<file path="config.mk">
export PLATFORM = sky130hd
export DESIGN_NAME = instruction_fetch_unit
export DESIGN_NICKNAME = d
export VERILOG_FILES = /design/src/rtl/instruction_fetch_unit.sv
export SDC_FILE = /design/constraint.sdc
export NUM_CORES = 1
export LEC_CHECK = 0
export CORE_MARGIN = 4
export CORE_UTILIZATION = 37
export DETAILED_ROUTE_END_ITERATION = 10
export PLACE_DENSITY = 0.71
export SLEW_MARGIN = 40
export SYNTH_ARGS = -nofsm -noshare
export SYNTH_HDL_FRONTEND = slang
export SYNTH_SLANG_ARGS = --single-unit
</file>
<file path="constraint.sdc">
create_clock -name CLK -period 4 [get_ports CLK]
set_input_delay 0.6 -clock CLK [delete_from_list [all_inputs] [get_ports CLK]]
set_output_delay 0.6 -clock CLK [all_outputs]
set_load 0.01 [all_outputs]
</file>
<file path="src/rtl/instruction_fetch_unit.sv">
// Purpose: fetches instruction words from the instruction cache and presents them to decode with PC and PC+4.
// Latency: a request completing in cycle n shows if_valid=1 in cycle n+1; 1 instr/cycle with a zero-wait cache.
// Backpressure: a stalled decode parks one completed word in a buffer (HOLD) and pauses fetching until released.
module instruction_fetch_unit #(
  parameter logic [31:0] RESET_PC = 32'h0000_0000
) (
  input  logic        CLK,
  input  logic        RESET,
  input  logic [31:0] branch_jump_addres,
  input  logic        branch_or_jump_signal,
  input  logic        stall,
  output logic        imem_read,
  output logic [31:0] imem_address,
  input  logic [31:0] imem_readdata,
  input  logic        imem_busywait,
  output logic [31:0] PC,
  output logic [31:0] INCREMENTED_PC_by_four,
  output logic [31:0] instruction,
  output logic        if_valid
);

  localparam logic [1:0] FETCH   = 2'd0;
  localparam logic [1:0] HOLD    = 2'd1;
  localparam logic [1:0] DISCARD = 2'd2;

  logic [1:0]  state;
  logic [31:0] fpc;
  logic [31:0] fpc_plus4;
  logic [31:0] pending_target;
  logic [31:0] buf_pc;
  logic [31:0] buf_instr;
  logic [31:0] redir_target;
  logic        redir;
  logic        fetch_done;
  logic        load_out;
  logic        load_buf;
  logic        release_buf;

  // Masking with ~3 word-aligns the target and keeps all input bits in use.
  assign redir_target = branch_jump_addres & ~32'h0000_0003;
  assign redir        = branch_or_jump_signal;
  assign fpc_plus4    = fpc + 32'd4;

  // The request is a pure function of state so it can never drop while the cache is busy.
  assign imem_read    = !RESET && ((state == FETCH) || (state == DISCARD));
  assign imem_address = fpc;

  // A completing word goes straight out if decode can take it, otherwise into the buffer.
  assign fetch_done  = (state == FETCH) && !imem_busywait;
  assign load_out    = fetch_done && !redir && (!stall || !if_valid);
  assign load_buf    = fetch_done && !redir && stall && if_valid;
  assign release_buf = (state == HOLD) && !redir && !stall;

  // Fetch pointer, FSM and pending redirect target; a redirect outranks stall and completion.
  always_ff @(posedge CLK) begin
    if (RESET) begin
      state          <= FETCH;
      fpc            <= RESET_PC;
      pending_target <= 32'd0;
    end else begin
      case (state)
        FETCH: begin
          if (redir) begin
            if (imem_busywait) begin
              // Cannot withdraw the in-flight request: keep its address until it retires.
              state          <= DISCARD;
              pending_target <= redir_target;
            end else begin
              fpc <= redir_target;
            end
          end else if (!imem_busywait) begin
            fpc <= fpc_plus4;
            if (load_buf) state <= HOLD;
          end
        end
        HOLD: begin
          if (redir) begin
            fpc   <= redir_target;
            state <= FETCH;
          end else if (!stall) begin
            state <= FETCH;
          end
        end
        DISCARD: begin
          if (redir) pending_target <= redir_target;
          if (!imem_busywait) begin
            // A redirect arriving on the retiring cycle is the newest target.
            fpc   <= redir ? redir_target : pending_target;
            state <= FETCH;
          end
        end
        default: state <= FETCH;
      endcase
    end
  end

  // Registered decode-facing outputs; readdata only ever reaches them through a flop.
  always_ff @(posedge CLK) begin
    if (RESET) begin
      PC                     <= 32'd0;
      INCREMENTED_PC_by_four <= 32'd0;
      instruction            <= 32'd0;
      if_valid               <= 1'b0;
    end else if (load_out) begin
      PC                     <= fpc;
      INCREMENTED_PC_by_four <= fpc_plus4;
      instruction            <= imem_readdata;
      if_valid               <= 1'b1;
    end else if (release_buf) begin
      PC                     <= buf_pc;
      INCREMENTED_PC_by_four <= buf_pc + 32'd4;
      instruction            <= buf_instr;
      if_valid               <= 1'b1;
    end else if (redir || (state == DISCARD)) begin
      if_valid <= 1'b0;
    end else if ((state == FETCH) && !stall) begin
      // Decode took the current word and nothing new arrived.
      if_valid <= 1'b0;
    end
  end

  // One-entry skid buffer for a word that completes while decode is stalled.
  always_ff @(posedge CLK) begin
    if (RESET || redir) begin
      buf_pc    <= 32'd0;
      buf_instr <= 32'd0;
    end else if (load_buf) begin
      buf_pc    <= fpc;
      buf_instr <= imem_readdata;
    end
  end

endmodule

</file>
* Word level (Yosys, flattened, before mapping) *
Cells that the tools add are included.

storage, ports and cells
  register bits after elaboration = 227
  output and inout bits = 130
  word-level logic and storage cells = 76

cells by class
  eq/ne operators = 11
  mux-type cells = 28
  reductions and logical operators = 26
  $add $sub $neg = 2

operators by type and width
  cell                                            number
  two-way mux 32 bit                              14
  case mux 32 bit (3 select lines)                1
  adder 32 x 3 -> 32 bit (second input constant)  2
  case mux 32 bit (2 select lines)                1
  two-way mux 2 bit                               7
  inequality test 3 bit (second input constant)   4
  inequality test 2 bit (second input constant)   5
  logical AND 1 bit                               9
  case mux 2 bit (3 select lines)                 1
  logical NOT 1 bit                               5
  AND reduction 5 bit                             1
  logical OR 1 bit                                4
  two-way mux 1 bit                               4
  AND reduction 4 bit                             1
  nonzero test 2 bit                              2
  nonzero test 4 bit                              1
  AND reduction 3 bit                             1
  nonzero test 3 bit                              1
  == test 2 x 1 -> 1 bit (second input constant)  1
  == test 2 bit (second input constant)           1
  logical NOT 2 bit                               1

* Logic depth before layout (Yosys ltp) *
Gate-level depths: netlist of the first run.

  depth in word-level cells = 9
  gate-level depth with buffers = 11
  depth with buffers taken out = 8

* Worst setup path before layout of the first run *
Ideal clock, no wire load.

  path type = input to register
  from = in branch_or_jump_signal
  to = reg fpc[15], in the netlist imem_address[15]
  stages on the path = 6
  arrival = 2287 ps
  setup time = 86 ps
  slack = 1628 ps
  cell sequence = clkbuf_1 -> clkbuf_1 -> clkbuf_1 -> clkbuf_1 -> mux2_2 -> a211oi_1

on the way
  cells in the longest elaborated chain, start to end = 3

ends and longest elaborated chain
  item                              line  text
  start: declaration                10    input logic branch_or_jump_signal,
  two-way mux 32 bit                -
  two-way mux 32 bit                86    if (!imem_busywait) begin
  case mux 32 bit (3 select lines)  61    case (state)
  end signal: assignment            69    fpc <= redir_target;
  end signal: assignment            72    fpc <= fpc_plus4;
  end signal: assignment            88    fpc <= redir ? redir_target : pending_target;
  end: declaration                  27    logic [31:0] fpc;

Parallel ways exist; a longest one is shown, timed or not. The select of a mux whose other input is x is not followed.
A chain may end at the register's enable or synchronous reset.

* Worst setup path in the final report of the first run *
  from = reg state[0]
  to = out imem_read

on the way
  cells in the longest elaborated chain, start to end = 3

ends and longest elaborated chain
  item                                                       line  text
  start: declaration                                         26    logic [1:0] state;
  start signal: assignment                                   57    state <= FETCH;
  start signal: assignment                                   66    state <= DISCARD;
  start signal: assignment                                   73    if (load_buf) state <= HOLD;
  == test 2 bit / logical NOT 2 bit (equally long branches)  45    assign imem_read = !RESET && ((state == FETCH) || (state == DISCARD));
  logical OR 1 bit (*)                                       45
  logical AND 1 bit (*)                                      45
  end: declaration                                           12    output logic imem_read,

Every way passes the cells marked *; elsewhere a longest branch is shown, timed or not.

==> results_tabular.tex, run 1 <==
\begin{tabular}{lr}
\hline
Metric & Value \\
\hline
\multicolumn{2}{l}{\textbf{Run status}} \\
Status & finished, final reports clean \\
\multicolumn{2}{l}{\textbf{Pwr}} \\
Cell area power density & 407 mW/mm2 \\
Largest voltage drop on the vdd net & 0.300 mV \\
Leakage power figure & 4.77 nW \\
\multicolumn{2}{l}{\textbf{Placed design}} \\
Final weighted congestion in routability-driven placement & 0.885 \\
Post-DP Area & 0.0131 mm2 \\
Minimum setup slack after placement & 1010 ps \\
Post-Place Cells & 1911 \\
Placed wire-length estimate after detailed placement & 25000 um \\
Port Buffer Count & 196 \\
\multicolumn{2}{l}{\textbf{Routing}} \\
Avg WL per Cell & 18.5 um \\
Post-detailed-route DRC marker count & 0 \\
Number of optimization iterations in the first detailed-route pass & 5 \\
Routed wire length & 36200 um \\
Met1 wire length & 14900 um \\
Number of design-rule violations left by the first detailed-router iteration & 991 \\
Via total after detailed routing & 11000 \\
Number of nets still failing antenna checks after routing & 0 \\
Met2 Wirelength & 17200 um \\
Via density & 5.64 \\
Uppermost layer routed & met4 \\
Amount of wire on met3 after detailed routing & 2990 um \\
\multicolumn{2}{l}{\textbf{GRT}} \\
Wire length of the first global-routing pass & 57500 um \\
Global-route congestion overflow total & 0 \\
Number of antenna violations at the first check in global routing & 0 \\
Vias in the first global route & 10500 \\
Global router's overall resource usage & 21.3\% \\
Pin count of the biggest net entering global routing & 72 \\
\multicolumn{2}{l}{\textbf{Clock network}} \\
Insertion delay of the later-clocked pin in the worst-skew pair & 530 ps \\
TritonCTS clock tree & built \\
Total CTS buffers & 25 \\
Root buf cell & sky130\_fd\_sc\_hd\_\_clkbuf\_16 \\
Clock transition at the registers of the reported paths & 60 ps \\
Worst-case clock buffer depth & 3 \\
Post-CTS setup buffer count & 0 \\
Clock sink total & 225 \\
Number of instances resized during post-cts repair & 0 \\
CTS H-tree lvls & 1 \\
Number of hold buffers added after cts & 0 \\
\multicolumn{2}{l}{\textbf{Timing}} \\
Setup TNS after final layout & 0 ps \\
Worst setup slack after layout & 1070 ps \\
Final worst clock skew & 17.7 ps \\
Final count of pins violating max slew & 0 \\
FMAX & 0.341 GHz \\
Setup violation total in the final timing report & 0 \\
Number of hold violations in the final report & 0 \\
Tightest Pin Transition & 820 ps \\
Slew HR & 45.4\% \\
Period utilization & 73.2\% \\
Setup repair after global routing missed its margin & false \\
Clock period minus final worst setup slack & 2930 ps \\
\multicolumn{2}{l}{\textbf{Critical path}} \\
Critical-path maximum fanout & 16 \\
Required time of the critical path & 3400 ps \\
Setup crit start kind & flop \\
Largest incremental delay on the critical path & 550 ps \\
Crit path DAT & 2330 ps \\
Minimum setup slack among reg-to-reg paths & 1100 ps \\
Critical path type & flop to output port \\
Cells traversed along the worst timing path & inv\_1, ha\_1, nor2\_1, nor2\_1, clkdlybuf4s50\_1 \\
Type of destination of the critical path & output port \\
Standard cell with the maximum stage delay on the critical path & sky130\_fd\_sc\_hd\_\_clkdlybuf4s50\_1 \\
Most common cell on crit path & sky130\_fd\_sc\_hd\_\_nor2\_1 \\
\multicolumn{2}{l}{\textbf{Finish}} \\
Post-Layout Inst Area & 0.0140 mm2 \\
Number of standard cells in the layout, taps in and fillers out & 1956 \\
Final net count & 1629 \\
Number of antenna repair diodes & 0 \\
Fill cells & 2835 \\
Highest-count cells in the layout ignoring fill and taps & 376 x sky130\_fd\_sc\_hd\_\_nand2\_1, 225 x sky130\_fd\_sc\_hd\_\_dfxtp\_1, 194 x sky130\_fd\_sc\_hd\_\_clkdlybuf4s50\_1 \\
Layout overhead on the synthesized area & 28.1\% \\
Most frequent standard cell in the layout excluding fill and tap cells & sky130\_fd\_sc\_hd\_\_nand2\_1 \\
Share of post-route cells with drive strength above 1 & 7.19\% \\
\multicolumn{2}{l}{\textbf{Synthesis}} \\
Main flop type after synthesis & sky130\_fd\_sc\_hd\_\_dfxtp\_1 \\
Flops \& latches, synth & 225 \\
Instance count of the mapped netlist & 1428 \\
Ys async rst share & 0\% \\
Count of cell types in the netlist & 61 \\
Post-synth top area cell & sky130\_fd\_sc\_hd\_\_dfxtp\_1 \\
Number of synthesis warnings & 0 \\
EDFF count, synth & 0 \\
Nets in the synthesized netlist & 1503 \\
Synthesized area & 0.0109 mm2 \\
Share of synthesized area occupied by flip-flops and latches & 41.4\% \\
Post-Synthesis Mean Instance Area & 7.63 um2 \\
Cells taking the most area after synthesis & sky130\_fd\_sc\_hd\_\_dfxtp\_1 41\%, sky130\_fd\_sc\_hd\_\_nand2\_1 13\%, sky130\_fd\_sc\_hd\_\_a21oi\_1 6.3\% \\
Proportion of netlist area held by the largest area contributor & 41.4\% \\
\multicolumn{2}{l}{\textbf{Job}} \\
Max-cap check violation count & 0 \\
\multicolumn{2}{l}{\textbf{Die}} \\
I/O pin count & 199 \\
Effective utilization at floorplan & 37.7\% \\
DIE AREA & 0.0322 mm2 \\
DIE WIDTH & 180 um \\
Core ar. & 0.0289 mm2 \\
Std cell rows & 62 \\
Die Ht & 180 um \\
\multicolumn{2}{l}{\textbf{Min path}} \\
Class of the most critical hold timing path & flop to flop \\
\hline
\end{tabular}
registers in the layout, indices dropped and copies added, names as in the netlist:
name	flops
buf_pc	32
instruction	32
imem_address	32
buf_instr	32
INCREMENTED_PC_by_four	30
if_valid	1
state	2
PC	32
pending_target	32
final timing paths:
path,startpoint,to,cells past startpoint
setup / recovery,state[0]$_SDFFE_PP0P_,imem_read,5
hold / removal,pending_target[8]$_SDFFE_PP0P_,pending_target[8]$_SDFFE_PP0P_,2
setup reg to reg,state[0]$_SDFFE_PP0P_,imem_address[14]$_SDFFE_PP0P_,7
hold reg to reg,pending_target[8]$_SDFFE_PP0P_,pending_target[8]$_SDFFE_PP0P_,2
worst max-delay path, delay by kind of cell (launching register included):
family                     cells  cell delay (ps)
adders and majority gates      1              540
and+or+nand+nor                2              220
buffers and inverters          2              690
DFF                            1              350
report_power, final:
group	leakage (nW)	internal [mW]	switching (mW)	total [mW]
Combinational	2.51	0.388	0.434	0.822
Clock	0.421	1.42	0.952	2.37
Sequential	1.83	2.35	0.130	2.48
metal layers:
metal	vias up	track usage, %
li1	5231	-
met1	5301	28.1
met2	447	35.3
met3	58	3.78
met4	0	7.01
met5	-	0
synth_stat cells, drive strengths merged, types with 16 or more instances:
master / number
dfxtp: 225
o21ai: 38
xnor2: 36
buf: 20
nor2: 142
a311oi: 67
clkbuf: 105
xor2: 17
a21oi: 137
mux2: 16
a22oi: 20
nand2: 376
nand4: 19
nand3: 27
cell type report:
cell class	count	area, um2	share of cell area [%]
clock buffer	36	747	5.35
clock inverter	9	97.6	0.699
inverter	15	56.3	0.403
multi-input combinational	1063	5880	42.1
sequential	225	4500	32.3
tap	384	480	3.44
timing repair buffer	224	2190	15.7
logic make-up (layout without fill, tap and decap cells):
kind of cell | after synthesis | count (layout) | share of synthesized area (%)
simple gates | 634 | 634 | 25.0
buf+inv | 140 | 284 | 5.10
compound gates | 351 | 351 | 21.6
flops | 225 | 225 | 41.4
fa+ha+maj | 6 | 6 | 0.689
xor+xnor | 53 | 53 | 4.26
mux | 19 | 19 | 1.93
through the flow:
stage | total power [mW] | hold WS, ps | utilization (%)
after floorplan | 2.93 | 434 | -
after global placement | 3.33 | 440 | 45.3
after detailed placement | 3.35 | 444 | 45.4
after CTS | 5.71 | 453 | 48.3
after global routing | 5.89 | 474 | 48.4
final | 5.68 | 454 | 48.4
No activity file was read; power rests on OpenSTA's default activity.
==> run 2: changes to the inputs <==
PLACE_DENSITY = 0.73   (was 0.71)
clock period = 2.4 ns   (was 4 ns; I/O delays follow)
==> run 2 against run 1 <==
Register-to-register slack worse by 960 ps. Critical path depth rose by 1. Non-clock buffer count grew 54. Sequential power rose by 64%. Hold slack got worse by 220 ps. Largest power group unchanged. Clock skew up 13 ps. Largest cell class unchanged. Sequential share of layout area shrank 1.2 points. Cell area grew 3.7%. Wire length fell by 0.52%. Critical path type is now flop to flop. Utilization up 1.8 points.
==> results_tabular.tex, run 2 (same netlist as run 1, synthesis figures left out) <==
\begin{tabular}{lr}
\hline
Metric & Value \\
\hline
\multicolumn{2}{l}{\textbf{Placed design}} \\
Placed wire-length estimate after detailed placement & 25200 um (was 25000 um) \\
Post-DP Area & 0.0136 mm2 (was 0.0131 mm2) \\
Port Buffer Count & 196 (unchanged) \\
Final weighted congestion in routability-driven placement & 0.919 (was 0.885) \\
\multicolumn{2}{l}{\textbf{GRT}} \\
Grt met2 use & 35.7\% (was 35.3\%) \\
Vias in the first global route & 10700 (was 10500) \\
Pin count of the biggest net entering global routing & 95 (was 72) \\
Top Usage Layer GRT & met2 (unchanged) \\
Wire length of the first global-routing pass & 57400 um (was 57500 um) \\
Global-route met3 utilization & 3.56\% (was 3.78\%) \\
Global router's overall resource usage & 21.2\% (was 21.3\%) \\
Number of antenna violations at the first check in global routing & 0 (unchanged) \\
Global-route congestion overflow total & 0 (unchanged) \\
Met1 Use GR & 27.9\% (was 28.1\%) \\
\multicolumn{2}{l}{\textbf{Critical path}} \\
Standard cell with the maximum stage delay on the critical path & sky130\_fd\_sc\_hd\_\_or4\_4 (was sky130\_fd\_sc\_hd\_\_clkdlybuf4s50\_1) \\
Type of destination of the critical path & flop (was output port) \\
Required time of the critical path & 2820 ps (was 3400 ps) \\
Critical path's top delay family & simple AND/OR/NAND/NOR gates (was buffers and inverters) \\
Buffers plus inverters on the worst setup path & 0 (was 2) \\
Largest incremental delay on the critical path & 680 ps (was 550 ps) \\
Most common cell on crit path & sky130\_fd\_sc\_hd\_\_or4\_4 (was sky130\_fd\_sc\_hd\_\_nor2\_1) \\
Crit path DAT & 2680 ps (was 2330 ps) \\
Critical-path maximum fanout & 8 (was 16) \\
Cells traversed along the worst timing path & nand4\_4, or4\_4, or4\_4, nor2\_2, o32ai\_1, o2bb2ai\_2 (was inv\_1, ha\_1, nor2\_1, nor2\_1, clkdlybuf4s50\_1) \\
Critical path type & flop to flop (was flop to output port) \\
Setup crit start kind & flop (unchanged) \\
\multicolumn{2}{l}{\textbf{Routing}} \\
Via total after detailed routing & 11100 (was 11000) \\
Number of optimization iterations in the first detailed-route pass & 6 (was 5) \\
Post-detailed-route DRC marker count & 0 (unchanged) \\
Number of nets still failing antenna checks after routing & 0 (unchanged) \\
Via density & 5.54 (was 5.64) \\
Avg WL per Cell & 17.9 um (was 18.5 um) \\
Number of design-rule violations left by the first detailed-router iteration & 1096 (was 991) \\
Routed wire length & 36000 um (was 36200 um) \\
\multicolumn{2}{l}{\textbf{Die}} \\
I/O pin count & 199 (unchanged) \\
Die Ht & 180 um (unchanged) \\
DIE AREA & 0.0322 mm2 (unchanged) \\
Effective utilization at floorplan & 37.7\% (unchanged) \\
Std cell rows & 62 (unchanged) \\
DIE WIDTH & 180 um (unchanged) \\
Core ar. & 0.0289 mm2 (unchanged) \\
\multicolumn{2}{l}{\textbf{Run status}} \\
Status & finished, final reports clean (unchanged) \\
\multicolumn{2}{l}{\textbf{Clock network}} \\
Insertion delay of the later-clocked pin in the worst-skew pair & 550 ps (was 530 ps) \\
Total CTS buffers & 26 (was 25) \\
Clock transition at the registers of the reported paths & 60 ps (about the same) \\
TritonCTS clock tree & built (unchanged) \\
Clock sink total & 225 (unchanged) \\
CTS H-tree lvls & 1 (unchanged) \\
Number of hold buffers added after cts & 0 (unchanged) \\
Root buf cell & sky130\_fd\_sc\_hd\_\_clkbuf\_16 (unchanged) \\
Worst-case clock buffer depth & 3 (unchanged) \\
\multicolumn{2}{l}{\textbf{Timing}} \\
Slew HR & 56.6\% (was 45.4\%) \\
Period utilization & 94.1\% \\
Number of hold violations in the final report & 0 (unchanged) \\
Final count of pins violating max slew & 0 (unchanged) \\
Clock period minus final worst setup slack & 2260 ps \\
Setup TNS after final layout & 0 ps (unchanged) \\
Setup violation total in the final timing report & 0 (unchanged) \\
Final worst clock skew & 31.2 ps (was 17.7 ps) \\
FMAX & 0.443 GHz \\
Tightest Pin Transition & 651 ps (was 820 ps) \\
Setup repair after global routing missed its margin & false (unchanged) \\
\multicolumn{2}{l}{\textbf{Finish}} \\
Highest-count cells in the layout ignoring fill and taps & 376 x sky130\_fd\_sc\_hd\_\_nand2\_1, 224 x sky130\_fd\_sc\_hd\_\_dfxtp\_1, 193 x sky130\_fd\_sc\_hd\_\_clkdlybuf4s50\_1 (was 376 x sky130\_fd\_sc\_hd\_\_nand2\_1, 225 x sky130\_fd\_sc\_hd\_\_dfxtp\_1, 194 x sky130\_fd\_sc\_hd\_\_clkdlybuf4s50\_1) \\
Number of antenna repair diodes & 0 (unchanged) \\
Share of post-route cells with drive strength above 1 & 10.1\% (was 7.19\%) \\
Post-Layout Inst Area & 0.0145 mm2 (was 0.0140 mm2) \\
Most frequent standard cell in the layout excluding fill and tap cells & sky130\_fd\_sc\_hd\_\_nand2\_1 (unchanged) \\
Multi-input logic area & 0.00586 mm2 (was 0.00588 mm2) \\
Final net count & 1684 (was 1629) \\
Sequential cell area & 0.00451 mm2 (was 0.00450 mm2) \\
Fill cells & 2748 (was 2835) \\
Layout overhead on the synthesized area & 32.9\% (was 28.1\%) \\
\multicolumn{2}{l}{\textbf{Pwr}} \\
Clock power frac & 41.6\% (was 41.8\%) \\
Cell area power density & 664 mW/mm2 (was 407 mW/mm2) \\
Portion of total power attributed to sequential cells & 42.2\% (was 43.7\%) \\
Total Power Consumption & 9.62 mW (was 5.68 mW) \\
Switching Power & 2.56 mW (was 1.52 mW) \\
Internal power summed over all cells & 7.06 mW (was 4.16 mW) \\
Largest voltage drop on the vdd net & 0.491 mV (was 0.300 mV) \\
Comb power frac & 16.2\% (was 14.5\%) \\
Switching part of the total & 26.6\% (was 26.7\%) \\
Leakage power figure & 5.08 nW (was 4.77 nW) \\
\multicolumn{2}{l}{\textbf{Min path}} \\
Class of the most critical hold timing path & input port to flop (was flop to flop) \\
\multicolumn{2}{l}{\textbf{Job}} \\
Max-cap check violation count & 0 (unchanged) \\
\hline
\end{tabular}
==> run 2: layout make-up <==
cell class / instances / area share (%)
repair buffers: 278 / 18.7
clock buffers: 41 / 5.30
well taps: 384 / 3.32
flip-flops and latches: 225 / 31.1
clock inverters: 7 / 0.665
multi-input cells: 1063 / 40.5
inverters: 15 / 0.389
==> run 2: what timing repair did <==
item	CTS	global route
pin swaps	0	0
endpoints found under the setup margin	1	2
resized for setup	4	1
buffers inserted	0	0
==> run 2: per-layer routing <==
layer  vias up  wire (um)
met2       436      17100
met1      5312      15000
met5         -          0
met4         0       1140
li1       5336          -
met3        59       2740
==> run 2: per-stage QoR <==
stage	instances	utilization (%)	worst slack [ps]	hold slack (ps)
2_1_floorplan	1428	-	89.5	434
3_3_place_gp	1965	47.1	133	442
3_5_place_dp	1965	47.1	111	447
4_1_cts	2013	50.2	135	205
5_1_grt	2013	50.2	10.4	220
6_report	2013	50.2	142	231
==> run 2: power groups by stage <==
stage          logic (mW)  registers (mW)  clock network (mW)
6_report             1.55            4.06                4.00
3_5_place_dp         1.55            4.14                   0
5_1_grt              1.68            4.08                4.22
2_1_floorplan       0.686            4.19                   0
3_3_place_gp         1.52            4.13                   0
4_1_cts              1.56            4.06                4.07
==> run 2: path summary, 6_finish.rpt <==
path | startpoint | end | slack [ps] | depth (start not counted)
max | imem_address[13]$_SDFFE_PP0P_ | imem_address[30]$_SDFFE_PP0P_ | 140 | 6
min | RESET | pending_target[4]$_SDFFE_PP0P_ | 230 | 2
min reg2reg | buf_instr[5]$_SDFFE_PP0P_ | instruction[5]$_SDFFE_PP0P_ | 450 | 2
max reg2reg | imem_address[13]$_SDFFE_PP0P_ | imem_address[30]$_SDFFE_PP0P_ | 140 | 6
